**config.mk**
```make
export PLATFORM = sky130hd
export DESIGN_NAME = point_ram_loader
export DESIGN_NICKNAME = d
export VERILOG_FILES = /design/src/rtl/point_ram_loader.sv
export SDC_FILE = /design/constraint.sdc
export NUM_CORES = 1
export LEC_CHECK = 0
export CORE_MARGIN = 2
export CORE_UTILIZATION = 38
export CTS_BUF_LIST = sky130_fd_sc_hd__clkbuf_8 sky130_fd_sc_hd__clkbuf_16
export DETAILED_ROUTE_END_ITERATION = 7
export GPL_TIMING_DRIVEN = 0
export PLACE_DENSITY = 0.78
export SYNTH_ARGS = -nofsm -noshare
export SYNTH_HDL_FRONTEND = slang
export SYNTH_SLANG_ARGS = --single-unit
```
**constraint.sdc**
```tcl
create_clock -name clk -period 2 [get_ports clk]
set_input_delay 0.2 -clock clk [delete_from_list [all_inputs] [get_ports clk]]
set_output_delay 0.2 -clock clk [all_outputs]
set_load 0.1 [all_outputs]
```
**src/rtl/point_ram_loader.sv**
```systemverilog
// Host-side point RAM writer: streams points into consecutive RAM words, then hands
// the RAM to the k-means controller with a go pulse and waits for its interrupt.
module point_ram_loader #(
    parameter int unsigned log2_of_point_cnt = 9,
    parameter int unsigned ram_word_len      = 50
) (
    input  logic                         clk,
    input  logic                         rst,
    input  logic                         load_start,
    input  logic [log2_of_point_cnt-1:0] base_addr,
    input  logic                         point_valid,
    input  logic [ram_word_len-1:0]      point_data,
    input  logic                         point_last,
    output logic                         point_ready,
    output logic [log2_of_point_cnt-1:0] ram_addr,
    output logic [ram_word_len-1:0]      ram_data_in,
    output logic                         wr_en_n,
    output logic                         output_en_n,
    output logic                         chip_select_n,
    output logic                         ram_owner,
    output logic [log2_of_point_cnt-1:0] first_ram_addr,
    output logic [log2_of_point_cnt-1:0] last_ram_addr,
    output logic                         go,
    input  logic                         interupt,
    output logic                         busy,
    output logic                         done,
    output logic                         overflow
);

    localparam int unsigned AW = log2_of_point_cnt;
    localparam int unsigned DW = ram_word_len;
    localparam logic [AW-1:0] ADDR_MAX = '1;

    typedef enum logic [2:0] {
        S_IDLE      = 3'd0,
        S_LOAD      = 3'd1,
        S_RELEASE   = 3'd2,
        S_START     = 3'd3,
        S_WAIT_CORE = 3'd4
    } state_t;

    state_t          r_state;
    logic [AW-1:0]   r_wr_ptr;
    logic            r_point_ready;
    logic [AW-1:0]   r_ram_addr;
    logic [DW-1:0]   r_ram_data;
    logic            r_web_n;
    logic            r_csb_n;
    logic            r_ram_owner;
    logic [AW-1:0]   r_first_addr;
    logic [AW-1:0]   r_last_addr;
    logic            r_go;
    logic            r_busy;
    logic            r_done;
    logic            r_overflow;

    state_t          w_state_nxt;
    logic [AW-1:0]   w_wr_ptr;
    logic            w_point_ready;
    logic [AW-1:0]   w_ram_addr;
    logic [DW-1:0]   w_ram_data;
    logic            w_csb_n;
    logic            w_ram_owner;
    logic [AW-1:0]   w_first_addr;
    logic [AW-1:0]   w_last_addr;
    logic            w_go;
    logic            w_busy;
    logic            w_done;
    logic            w_overflow;
    logic            w_hs;

    assign w_hs = point_valid & r_point_ready;

    // Next state plus the next value of every registered output
    always_comb begin
        w_state_nxt  = r_state;
        w_wr_ptr     = r_wr_ptr;
        w_ram_addr   = r_ram_addr;
        w_ram_data   = r_ram_data;
        w_csb_n      = 1'b1;
        w_first_addr = r_first_addr;
        w_last_addr  = r_last_addr;
        w_done       = 1'b0;
        w_overflow   = r_overflow;

        case (r_state)
            S_IDLE: begin
                if (load_start) begin
                    w_wr_ptr     = base_addr;
                    w_first_addr = base_addr;
                    w_overflow   = 1'b0;
                    w_state_nxt  = S_LOAD;
                end
            end
            S_LOAD: begin
                if (w_hs) begin
                    w_csb_n    = 1'b0;
                    w_ram_addr = r_wr_ptr;
                    w_ram_data = point_data;
                    if (point_last) begin
                        w_last_addr = r_wr_ptr;
                        w_state_nxt = S_RELEASE;
                    end else if (r_wr_ptr == ADDR_MAX) begin
                        // Top of RAM reached without a last marker: stop rather than wrap
                        w_last_addr = ADDR_MAX;
                        w_overflow  = 1'b1;
                        w_state_nxt = S_RELEASE;
                    end else begin
                        w_wr_ptr = r_wr_ptr + AW'(1);
                    end
                end
            end
            S_RELEASE: w_state_nxt = S_START;
            S_START:   w_state_nxt = S_WAIT_CORE;
            S_WAIT_CORE: begin
                if (interupt) begin
                    w_done      = 1'b1;
                    w_state_nxt = S_IDLE;
                end
            end
            default: w_state_nxt = S_IDLE;
        endcase

        // Ownership covers RELEASE so the final write completes before the mux flips
        w_point_ready = (w_state_nxt == S_LOAD);
        w_ram_owner   = (w_state_nxt == S_LOAD) || (w_state_nxt == S_RELEASE);
        w_go          = (w_state_nxt == S_START);
        w_busy        = (w_state_nxt != S_IDLE);
    end

    always_ff @(posedge clk) begin
        if (rst) begin
            r_state       <= S_IDLE;
            r_wr_ptr      <= '0;
            r_point_ready <= 1'b0;
            r_ram_addr    <= '0;
            r_ram_data    <= '0;
            r_web_n       <= 1'b1;
            r_csb_n       <= 1'b1;
            r_ram_owner   <= 1'b0;
            r_first_addr  <= '0;
            r_last_addr   <= '0;
            r_go          <= 1'b0;
            r_busy        <= 1'b0;
            r_done        <= 1'b0;
            r_overflow    <= 1'b0;
        end else begin
            r_state       <= w_state_nxt;
            r_wr_ptr      <= w_wr_ptr;
            r_point_ready <= w_point_ready;
            r_ram_addr    <= w_ram_addr;
            r_ram_data    <= w_ram_data;
            r_web_n       <= w_csb_n;
            r_csb_n       <= w_csb_n;
            r_ram_owner   <= w_ram_owner;
            r_first_addr  <= w_first_addr;
            r_last_addr   <= w_last_addr;
            r_go          <= w_go;
            r_busy        <= w_busy;
            r_done        <= w_done;
            r_overflow    <= w_overflow;
        end
    end

    assign point_ready    = r_point_ready;
    assign ram_addr       = r_ram_addr;
    assign ram_data_in    = r_ram_data;
    assign wr_en_n        = r_web_n;
    assign output_en_n    = 1'b1;
    assign chip_select_n  = r_csb_n;
    assign ram_owner      = r_ram_owner;
    assign first_ram_addr = r_first_addr;
    assign last_ram_addr  = r_last_addr;
    assign go             = r_go;
    assign busy           = r_busy;
    assign done           = r_done;
    assign overflow       = r_overflow;

endmodule

```
# Word level (Yosys, flattened, before mapping)

Index checks and enable logic that the tools add are counted.

Register bits: 96
Input bits: 65
Output and inout bits: 86

Add/subtract/negate cells: 1
Equality and inequality tests: 13
Muxes and demuxes: 20
Bitwise operators: 3
Reduce and logical (&&, ||, !) cells: 12

Operator list:

| cell                                           | count |
|---|---|
| two-way mux 9 bit                              | 6 |
| one-hot mux 9 bit (2 select lines)             | 1 |
| two-way mux 3 bit                              | 5 |
| one-hot mux 3 bit (5 select lines)             | 1 |
| == test 3 x 2 -> 1 bit (second input constant) | 4 |
| != test 2 bit (second input constant)          | 5 |
| AND reduction 5 bit                            | 2 |
| adder 9 x 1 -> 9 bit (second input constant)   | 1 |
| == test 9 bit (second input constant)          | 1 |
| == test 3 x 1 -> 1 bit (second input constant) | 2 |
| two-way mux 1 bit                              | 6 |
| AND reduction 2 bit                            | 2 |
| nonzero test 2 bit                             | 2 |
| OR reduction 2 bit                             | 2 |
| == test 3 bit (second input constant)          | 1 |
| zero test 3 bit                                | 1 |
| AND reduction 3 bit                            | 1 |
| nonzero test 3 bit                             | 1 |
| NOT 1 bit                                      | 2 |
| one-hot mux 1 bit (2 select lines)             | 1 |
| AND 1 bit                                      | 1 |
| logical OR 1 bit                               | 1 |

# Longest topological paths before layout

Depth after elaboration: 7
Depth in mapped cells: 10
Gate-level depth less buffers: 9

# Least setup slack after synthesis

OpenSTA, ideal clock, no wires.

Kind: flip-flop to flip-flop
From: register r_wr_ptr[0]
To: register r_wr_ptr[1]
Arrival: 1984 ps
Required time: 1909 ps
Setup slack: -75 ps
Stages on the path, launching flop included: 11
Path buffers: 1
Period minus slack after synthesis: 2075 ps
Cells stage by stage: dfxtp_1 -> ha_1 -> nand4_1 -> nor2_1 -> and2_1 -> ha_1 -> nor2_1 -> a31o_2 -> buf_4 -> nor2_1 -> a311oi_1

Cells in the longest elaborated chain, start to end: 5
Elaborated cells between the ends (all ways): 8
Classes of those cells: 1 x add/sub; 2 x eq/ne; 4 x mux; 1 x reduce/logical

Ends and longest elaborated chain:

| element                            | RTL line | RTL |
|---|---|---|
| from (decl)                        | 43       | `logic [AW-1:0] r_wr_ptr;` |
| from (signal assigned)             | 149      | `r_wr_ptr <= w_wr_ptr;` |
| adder 9 x 1 -> 9 bit               | 109      | `w_wr_ptr = r_wr_ptr + AW'(1);` |
| two-way mux 9 bit                  | 103      | `end else if (r_wr_ptr == ADDR_MAX) begin` |
| two-way mux 9 bit                  | 100      | `if (point_last) begin` |
| two-way mux 9 bit                  | 96       | `if (w_hs) begin` |
| one-hot mux 9 bit (2 select lines) | 86       | `case (r_state)` |

Several ways; a longest one is shown, not always the timed one. The select of a mux whose other input is x is not followed.
A chain may end at the register's enable or synchronous reset.

# Final worst setup path

From: register r_wr_ptr[0]
To: register r_wr_ptr[6]

Same word-level chain as after synthesis.

==> flow_summary_export.csv <==
group,metric,value,unit
outcome,status,"completed",
setup_path,critical_path.max_stage_delay,0.37,ns
clock_network,root_buffer,"clkbuf_8",
die,dieWidth,101.7,um
die,die_height,101.7,um
die,num_io_pins,151,
die,core-area,9240,sq um
place,postPlaceCellArea,5274,sq um
place,place_congestion,0.8607,
setup_path,r2r_cells,10,
clock_network,cts_tree,"done",
place,numPortBuffers,148,
min_path,hold_class,"in -> reg",
logic_synthesis,syn-num-nets,512,
clock_network,cts_buffers,9,
logic_synthesis,synth.distinct_cells,42,
setup_path,startpoint_type,"register",
route,firstDrtPassIters,4,
timing,max_freq,501.6,MHz
final_layout,drive_gt1_frac,0.1050,
setup_path,worst_path_most_repeated_cell,"ha_4",
final_layout,design_area,5543,sq um
logic_synthesis,netlist_instances,445,
clock_network,h-tree-depth,3,
final_layout,syn_to_final_growth,52.97,%
timing,finalSetupViolCount,0,
final_layout,n_antenna_cell,0,
logic_synthesis,syn_area,3623,sq um
timing,relSlewSlack,0.3249,
power,powerDensity,755.0,nW/um^2
setup_path,crit_fanout,10,
timing,tightest_slew,1.017,ns
setup_path,crit_type,"reg -> reg",
route,drt_iter0_drc,149,
timing,maxSlewViolCount,0,
setup_path,cp_slowest_cell,"dfxtp_4",
logic_synthesis,yosys.area.top_type_share,0.5304,
route,post_drt_wl_per_cell,14.32,um
clock_network,cts_buffer_depth,2,
setup_path,critPathBufInv,1,
min_path,hold_depth,2,
global_routing,globalRouteOverflowTotal,0,
setup_path,path_cells,"ha_4 -> nand4_1 -> nor2_2 -> and2_4 -> ha_4 -> nor2_4 -> a31o_4 -> buf_6 -> a21oi_2 -> nor3_2",
die,initial_core_util,0.3921,
logic_synthesis,ys_warn_count,0,
timing,fin_crit_sh,0.9968,
power,leakage,2.347,nW
timing,fin_setup_tns,0,ns
timing,hold_viol,0,
global_routing,antenna_found_initial,0,
final_layout,fin_nets,681,
logic_synthesis,ys_seq_area_frac,0.5304,
global_routing,grt_pass1_vias,3458,
clock_network,clk_pin_slew,0.09,ns
clock_network,clock-sinks,96,
die,die_area,10330,sq um
logic_synthesis,synth_seq_cells,96,
setup_path,cp.required,2.21,ns
setup_path,cp.depth,10,
setup_path,cp-end-kind,"register",
global_routing,grt_max_degree,17,
power,ir_drop,0.3982,mV
setup_path,cp.arrival,2.21,ns
global_routing,grt_pass1_wl,16.48,mm
setup_path,path_delay_family,"simple AND/OR/NAND/NOR gates",
die,fp-row-count,35,
logic_synthesis,yosysTopAreaCell,"dfxtp_1",
route,vias,3677,
timing,fin_hold_ws,0.3481,ns
route,post-route-drc-count,0,
timing,layout_min_cycle_time,1.994,ns
route,detail-route-antenna-nets,0,
place,dp_hpwl,7.678,mm
logic_synthesis,synth.area.top_cells,"dfxtp_1, nand2_1, a21oi_1, clkbuf_1, nor2_1",
timing,finalClockSkew,0.01216,ns
clock_network,clk_latency,0.35,ns
global_routing,grt_usage,0.2020,
flow_run,maxCapViolations,0,
logic_synthesis,syn_area_per_cell,8.143,sq um
route,routed_wirelength,10.71,mm
route,avgViaCountPerCell,4.916,
-- state kept, by name (all words and copies together) (netlist names), 3 cells and up --
name	flops
r_wr_ptr	9
first_ram_addr	9
ram_addr	9
ram_data_in	50
r_state	3
last_ram_addr	9
-- worst reg2reg max path, cell delays in order (launching register included) --
cell     delay [ns]
dfxtp_4        0.37
ha_4           0.13
nand4_1        0.15
nor2_2         0.18
and2_4         0.17
ha_4           0.15
nor2_4         0.06
a31o_4         0.26
buf_6          0.15
a21oi_2        0.18
nor3_2         0.07
-- logic make-up after synthesis --
family | share of synthesized area
and+or+nand+nor | 0.2348
adders and majority gates | 0.006905
muxes | 0.002763
AOI/OAI and AO/OA | 0.1723
DFF | 0.5304
other | 0.001035
buffers and inverters | 0.05180
-- stage by stage --
step	setup WS [ns]	power, mW	utilization	std cells
final	0.006405	4.185	0.5999	748
after global routing	-0.04382	4.345	0.5999	748
after CTS	0.01252	4.192	0.5932	746
after detailed placement	-0.3763	2.878	0.5708	722
after global placement	-0.2958	2.868	0.5708	722
after floorplan	0.009051	2.590	-	445
-- synth_stat cells --
cell	count
a211oi_1	1
and2_0	4
conb_1	1
inv_1	3
nand3b_1	3
nor2_1	18
nor2_4	1
o211a_1	1
nor3_4	1
nand2_1	147
and4b_1	1
o21ai_0	11
clkbuf_1	18
a221oi_1	1
o31ai_2	1
a21oi_1	80
nor4b_2	1
nor4_1	1
or3_1	1
o21a_1	1
a31oi_1	1
a31o_2	1
and2_1	2
or3b_1	1
o32ai_1	1
dfxtp_1	96
nor4_4	1
or3b_2	1
a311oi_1	3
buf_1	2
a21o_1	1
ha_1	2
mux2i_1	1
buf_2	6
buf_6	3
nand4_1	2
o22ai_1	9
nor3_1	4
buf_4	5
nor3b_1	2
nand3_1	4
a211o_1	1
-- worst paths after layout --
path	slack (ns)	start	to
worst min-delay path	0.35	rst	done$_SDFF_PP0_
worst min register to register	0.45	ram_data_in[32]$_SDFFE_PP0P_	ram_data_in[32]$_SDFFE_PP0P_
worst max register to register	0.006	r_wr_ptr[0]$_SDFFE_PP0P_	r_wr_ptr[6]$_SDFFE_PP0P_
worst max-delay path	0.006	r_wr_ptr[0]$_SDFFE_PP0P_	r_wr_ptr[6]$_SDFFE_PP0P_
-- layer usage --
layer  wire [um]  GRT usage  vias up
met4         225    0.08108        0
met3         775    0.04555       21
met5           0          0        -
li1            -          -     1829
met2        5244     0.3472      151
met1        4467     0.2442     1676
-- timing repair --
item                                    4_1_cts  5_1_grt
buffers inserted                             10        3
pin swaps                                     2        6
gates cloned                                  0        0
gates resized for setup                      94       12
endpoints found under the setup margin      104       26
hold buffers                                  0        0
-- final cells by class --
type	instances	area, sq um
timing repair buffer	160	1465
clock buffer	11	151.4
sequential	96	1933
inverter	3	11.26
clock inverter	5	63.81
buffer	32	175.2
multi-input combinational	312	1582
fill	859	3697
tap	129	161.4
-- cell usage in the layout, fill, tap and decap left out, types with 3 or more instances in the layout --
cell and n:
a21oi_1 79, and2_0 4, buf_2 6, buf_4 16
buf_6 4, clkbuf_1 14, clkbuf_8 11, clkdlybuf4s50_1 63
dfxtp_1 91, dfxtp_2 3, dlygate4sd2_1 85, inv_1 3
nand2_1 147, nand3_1 4, nand3b_1 3, nor2_1 16
nor3_1 3, o21ai_0 11, o22ai_1 9
-- power breakdown --
part | internal [mW] | leakage, nW | switching (mW) | total (mW)
Combinational | 0.255 | 1.46 | 0.554 | 0.809
Sequential | 1.97 | 0.781 | 0.0528 | 2.03
Clock | 0.656 | 0.106 | 0.693 | 1.35
(Power assumes the default switching activity.)
